`src/rtl/queue_ctrl_5x65.sv`:
```
// Ready/valid FIFO controller for a DEPTH x WIDTH two-port RAM macro (R0 read, W0 write).
// Latency: an entry written at edge N is visible at deq in cycle N+1; with FLOW=1 and the queue empty, enq passes straight to deq in the same cycle.
// Backpressure: enq_ready = ~full and does not look at deq_ready; deq_valid is held until deq_ready.
// Ports: clock/reset (async, active-high); io_enq_* producer side; io_deq_* consumer side;
//        io_count occupancy; ram_W0_* / ram_R0_* drive the external macro (R0 data is combinational).
module queue_ctrl_5x65 #(
    parameter int DEPTH  = 5,
    parameter int WIDTH  = 65,
    parameter int ADDR_W = 3,
    parameter bit FLOW   = 1'b0
) (
    input  logic              clock,
    input  logic              reset,
    input  logic              io_enq_valid,
    output logic              io_enq_ready,
    input  logic [WIDTH-1:0]  io_enq_bits,
    output logic              io_deq_valid,
    input  logic              io_deq_ready,
    output logic [WIDTH-1:0]  io_deq_bits,
    output logic [ADDR_W-1:0] io_count,
    output logic [ADDR_W-1:0] ram_W0_addr,
    output logic              ram_W0_en,
    output logic [WIDTH-1:0]  ram_W0_data,
    output logic [ADDR_W-1:0] ram_R0_addr,
    output logic              ram_R0_en,
    input  logic [WIDTH-1:0]  ram_R0_data
);

    localparam logic [ADDR_W-1:0] LAST    = ADDR_W'(DEPTH - 1);
    localparam logic [ADDR_W:0]   DEPTH_W = (ADDR_W + 1)'(DEPTH);

    logic [ADDR_W-1:0] enq_ptr;
    logic [ADDR_W-1:0] deq_ptr;
    logic              maybe_full;

    logic              match;
    logic              empty;
    logic              full;
    logic              live;
    logic              bypass;
    logic              do_enq;
    logic              do_deq;
    logic [ADDR_W:0]   count_wide;

    // While reset is held nothing may be written or presented, even though
    // the producer may still be driving valid.
    assign live   = ~reset;

    assign match  = (enq_ptr == deq_ptr);
    assign empty  = match & ~maybe_full;
    assign full   = match & maybe_full;

    assign bypass = FLOW & empty & io_enq_valid & live;

    assign io_enq_ready = ~full;
    assign io_deq_valid = live & (~empty | (FLOW & io_enq_valid));

    assign do_enq = live & io_enq_valid & io_enq_ready & ~(bypass & io_deq_ready);
    assign do_deq = io_deq_valid & io_deq_ready & ~bypass;

    assign ram_W0_addr = enq_ptr;
    assign ram_W0_en   = do_enq;
    assign ram_W0_data = io_enq_bits;
    assign ram_R0_addr = deq_ptr;
    assign ram_R0_en   = ~empty;

    // Forcing zero when empty keeps uninitialised RAM contents off the port.
    always_comb begin
        io_deq_bits = '0;
        if (bypass) begin
            io_deq_bits = io_enq_bits;
        end else if (!empty) begin
            io_deq_bits = ram_R0_data;
        end
    end

    // Pointers wrap at DEPTH rather than 2**ADDR_W, so the wrapped case adds DEPTH back.
    always_comb begin
        count_wide = '0;
        if (match) begin
            count_wide = maybe_full ? DEPTH_W : '0;
        end else if (enq_ptr > deq_ptr) begin
            count_wide = {1'b0, enq_ptr} - {1'b0, deq_ptr};
        end else begin
            count_wide = DEPTH_W + {1'b0, enq_ptr} - {1'b0, deq_ptr};
        end
    end

    assign io_count = ADDR_W'(count_wide);

    always_ff @(posedge clock or posedge reset) begin
        if (reset) begin
            enq_ptr    <= '0;
            deq_ptr    <= '0;
            maybe_full <= 1'b0;
        end else begin
            if (do_enq) begin
                enq_ptr <= (enq_ptr == LAST) ? '0 : enq_ptr + 1'b1;
            end
            if (do_deq) begin
                deq_ptr <= (deq_ptr == LAST) ? '0 : deq_ptr + 1'b1;
            end
            if (do_enq != do_deq) begin
                maybe_full <= do_enq;
            end
        end
    end

endmodule

```
`config.mk`:
```
export PLATFORM = sky130hd
export DESIGN_NAME = queue_ctrl_5x65
export DESIGN_NICKNAME = d
export VERILOG_FILES = /design/src/rtl/queue_ctrl_5x65.sv
export SDC_FILE = /design/constraint.sdc
export NUM_CORES = 1
export LEC_CHECK = 0
export CAP_MARGIN = 20
export CORE_AREA = 2 2 108 110
export DETAILED_ROUTE_END_ITERATION = 10
export DIE_AREA = 0 0 110 112
export GPL_ROUTABILITY_DRIVEN = 0
export SETUP_SLACK_MARGIN = 0.3
export SLEW_MARGIN = 20
export SYNTH_ARGS = -nofsm -noshare
export SYNTH_HDL_FRONTEND = slang
export SYNTH_SLANG_ARGS = --single-unit
export TNS_END_PERCENT = 10
```
`constraint.sdc`:
```
create_clock -name clock -period 5.7 [get_ports clock]
set_input_delay 1.14 -clock clock [delete_from_list [all_inputs] [get_ports clock]]
set_output_delay 1.14 -clock clock [all_outputs]
set_load 0.1 [all_outputs]
```
# Word-level counts from Yosys, hierarchy flattened

Cells that the tools add are included.

$add $sub $neg: 5
Magnitude comparators: 1
Equality and inequality tests: 4
Mux-type cells: 6
Bitwise logic cells: 10

Operators by type and width:

| operator                                                       | number |
|---|---|
| 65-bit two-way mux                                             | 1 |
| 3-bit two-way mux                                              | 5 |
| 3-bit by 1-bit adder with 3-bit output (second input constant) | 2 |
| 1-bit AND                                                      | 6 |
| 3-bit == test (second input constant)                          | 2 |
| 3-bit subtractor                                               | 2 |
| 1-bit inverter                                                 | 4 |
| 3-bit adder (first input constant)                             | 1 |
| 3-bit == test                                                  | 1 |
| 3-bit > comparator                                             | 1 |
| 1-bit inequality test                                          | 1 |

Register bits after elaboration: 7
Input bits: 134
Output and inout bits: 143
Word-level logic and storage cells: 29

# Depth between registers and ports, before layout

Word-level depth: 6
Gate-level depth with buffers: 9
Mapped depth without buffers: 8

# Worst setup path after synthesis

No wires, ideal clock.

Path kind: flip-flop to output port
Start: register enq_ptr[1] (netlist: ram_W0_addr[1])
End: output port io_count[2]
Arrival time: 3.902 ns
Data required time: 4.560 ns
Setup slack: 0.658 ns
Cell stages (with the launch flop): 8
Buffers on the path: 1
Cell sequence: dfrtp_1 -> inv_1 -> ha_1 -> buf_6 -> nor2b_4 -> or3_1 -> mux2_4 -> a31oi_1

Longest elaborated chain between the ends: 4
Elaborated cells on any way between the ends: 7
Those cells by class: 3 x add/sub; 1 x order compare; 1 x eq/ne; 2 x mux

RTL lines:

| what                   | line | source |
|---|---|---|
| start, declared        | 32   | `logic [ADDR_W-1:0] enq_ptr;` |
| start signal, assigned | 98   | `enq_ptr <= (enq_ptr == LAST) ? '0 : enq_ptr + 1'b1;` |
| 3-bit adder            | 85   | `count_wide = DEPTH_W + {1'b0, enq_ptr} - {1'b0, deq_ptr};` |
| 3-bit subtractor       | 85   |  |
| 3-bit two-way mux      | 82   | `end else if (enq_ptr > deq_ptr) begin` |
| 3-bit two-way mux (*)  | 80   | `if (match) begin` |
| end, declared          | 20   | `output logic [ADDR_W-1:0] io_count,` |

Mark *: on every way between the ends. The rest lies on a longest branch, timed or not.

# Worst setup path after layout

Same ends and word-level chain as after synthesis.

==> results.yml <==
floorplan:
  chipHeight_microns: 112
  fp.coreArea_sq_mm: 0.0112
  initial_utilization: 0.141
  row_count: 39
  dieArea_sq_mm: 0.0123
  die_w_microns: 110
  io_pins: 277
place:
  placed_area_sq_mm: 0.00269
  post-dp-hpwl_microns: 5110
  place.port_buffers: 146
  pre_cts_slack_ns: 1.28
global_route:
  antenna_found_initial: 0
  grt_pass1_vias: 1544
  grt_max_degree: 45
  grt-ovfl-total: 0
  grt_first_pass_wirelength_microns: 8360
  grt_use_total: 0.0876
setup_path:
  crit_path_end: "io_count[2]"
  timing_worst_setup_path_type: "register to output pin"
  crit_start: "ram_W0_addr[1]$_DFFE_PP0P_"
  start_kind: "register"
  worstReg2RegStart: "ram_W0_addr[1]$_DFFE_PP0P_"
  r2r-end: "ram_R0_addr[2]$_DFFE_PP0P_"
  cp.required_ns: 4.56
  arrival_ns: 3.38
  critPathCaptureType: "output pin"
  reg2reg_depth: 7
  rrSetupSlack_ns: 3.66
  crit_fanout: 9
yosys:
  yosysTopAreaCell: "buf_4"
  yosys-top-cells-area: "buf_4 31%, and2_1 26%, dfrtp_1 11%"
  synth_area_sq_mm: 0.00157
  syn_nets: 358
  ys_warn_count: 0
  synth-seq-cells: 7
  synthCells: 213
  ys_seq_area_frac: 0.111
  synth_area_per_cell_sq_um: 7.38
  synth.top_cell.area_share: 0.311
  ys_types: 29
timing:
  max_freq_ghz: 0.221
  period_minus_slack_ns: 4.52
  worstMarginPinSlew_ns: 1.03
  rsz0062_at_grt: "no"
  setup_viol_count_final: 0
  finalCritPeriodShare: 0.793
  drv_slew: 0
  slew_headroom: 0.312
  clock_skew_ns: 0.00284
  setup_tns_ns: 0
  hold_viol_final: 0
  fin_ws_ns: 1.18
worst_hold_path:
  whs_path_depth: 1
  hold_class: "register to register"
detailed_routing:
  routed_wl_microns: 6000
  drtAntennaViolNets: 0
  routedWlPerCell_microns: 13.8
  drt_iter0_drc: 59
  drc: 0
  first_pass_iters: 4
  post_drt_via_cell_ratio: 3.68
  via_count: 1597
clock_network:
  cts_hold_buf: 0
  cts_max_path_buffers: 2
  cts_tree: "done"
  cts_root_buf: "clkbuf_16"
  numCtsBuffers: 3
  clk_pin_slew_ns: 0.03
  cts-resized-gates: 0
  cts_htree_levels: 1
  clkSinkCount: 7
  insertion_delay_ns: 0.23
  post_cts_buffers: 0
layout:
  area_delta_synth_final_pct: 76.4
  stdcell_area_sq_mm: 0.00277
  diodes: 0
  final_core_util: 0.248
  drive_above_1_share: 0.0275
  nNetsFinal: 437
job:
  maxCapViolCount: 0
run_status:
  outcome: "finished, final reports clean"
critical path, cell delays in order (launching register included):
cell and delay [ns]:
dfrtp_1 0.44, inv_1 0.10, ha_1 0.42, nor2b_4 0.18, or3_1 0.33, mux2_4 0.31, a31oi_1 0.18, clkdlybuf4s50_1 1.19
cell type report:
type | count | area [sq um]
Sequential cell | 7 | 175
Clock buffer | 4 | 78.8
Fill cell | 1197 | 8400
Multi-Input combinational cell | 122 | 828
Timing Repair Buffer | 148 | 1470
Tap cell | 143 | 179
Inverter | 10 | 37.5
routing by layer:
layer | GRT usage | share of wire
met1 | 0.0944 | 0.37
met3 | 0.0345 | 0.13
met5 | 0 | 0
met2 | 0.157 | 0.49
met4 | 0.0211 | 0.011
through the flow:
stage | hold WS (ns) | cells
floorplan | 0.519 | 213
global placement | 0.551 | 430
detailed placement | 0.556 | 430
CTS | 0.564 | 434
global route | 0.595 | 434
finish | 0.563 | 434
kinds of logic after synthesis:
group           after synthesis  synth area share
fa+ha+maj                    11            0.0924
compound gates               20            0.0772
simple gates                 89             0.342
xor+xnor                      1           0.00557
mux                           1           0.00955
flops                         7             0.111
buf+inv                      84             0.361
cells in the mapped netlist (all sizes together):
| master | number |
|---|---|
| a31oi | 2 |
| or3 | 2 |
| fa | 1 |
| clkbuf | 7 |
| nand2 | 9 |
| nand4 | 2 |
| and2 | 66 |
| inv | 10 |
| dfrtp | 7 |
| o21a | 2 |
| o311ai | 1 |
| nand3b | 1 |
| o21ai | 10 |
| xor2 | 1 |
| a21oi | 2 |
| mux2 | 1 |
| nand4b | 1 |
| nand3 | 2 |
| nor3b | 1 |
| a32oi | 2 |
| nor2 | 2 |
| ha | 10 |
| nor3 | 1 |
| a21o | 1 |
| buf | 67 |
| nor2b | 2 |
flip-flops by register name (all words and copies together) (netlist names):
signal       count
maybe_full       1
ram_R0_addr      3
ram_W0_addr      3
worst min path at each step:
stage                                     startpoint                          to
final                         maybe_full$_DFFE_PP0P_      maybe_full$_DFFE_PP0P_
after CTS                     maybe_full$_DFFE_PP0P_      maybe_full$_DFFE_PP0P_
after detailed placement      maybe_full$_DFFE_PP0P_      maybe_full$_DFFE_PP0P_
after global routing      ram_W0_addr[2]$_DFFE_PP0P_  ram_W0_addr[2]$_DFFE_PP0P_
after floorplan               maybe_full$_DFFE_PP0P_      maybe_full$_DFFE_PP0P_
after global placement        maybe_full$_DFFE_PP0P_      maybe_full$_DFFE_PP0P_
cell usage in the layout (no fill, tap or decap):
master           synthesis  layout
nand4b_1                 1       1
clkbuf_1                 7       1
nor2_1                   2       2
mux2_4                   1       1
nor3_1                   1       1
a32oi_1                  2       2
inv_1                   10      10
o311ai_0                 1       1
dfrtp_1                  7       7
o21a_1                   2       2
nor3b_1                  1       1
xor2_1                   1       1
clkbuf_16                0       3
nand4_1                  2       2
a21oi_1                  2       2
nor2b_1                  1       1
nand3b_1                 1       1
clkdlybuf4s50_1          0     145
or3_1                    2       2
nand2_1                  9       9
ha_1                    10      10
o21ai_0                 10      10
fa_1                     1       1
a31oi_1                  2       2
and2_1                  66      66
a21o_1                   1       1
buf_4                   65       3
nor2b_4                  1       1
nand3_1                  2       2
Power is not shown: default switching activity piles up to over one toggle a cycle in this logic, so the estimate is an artifact.
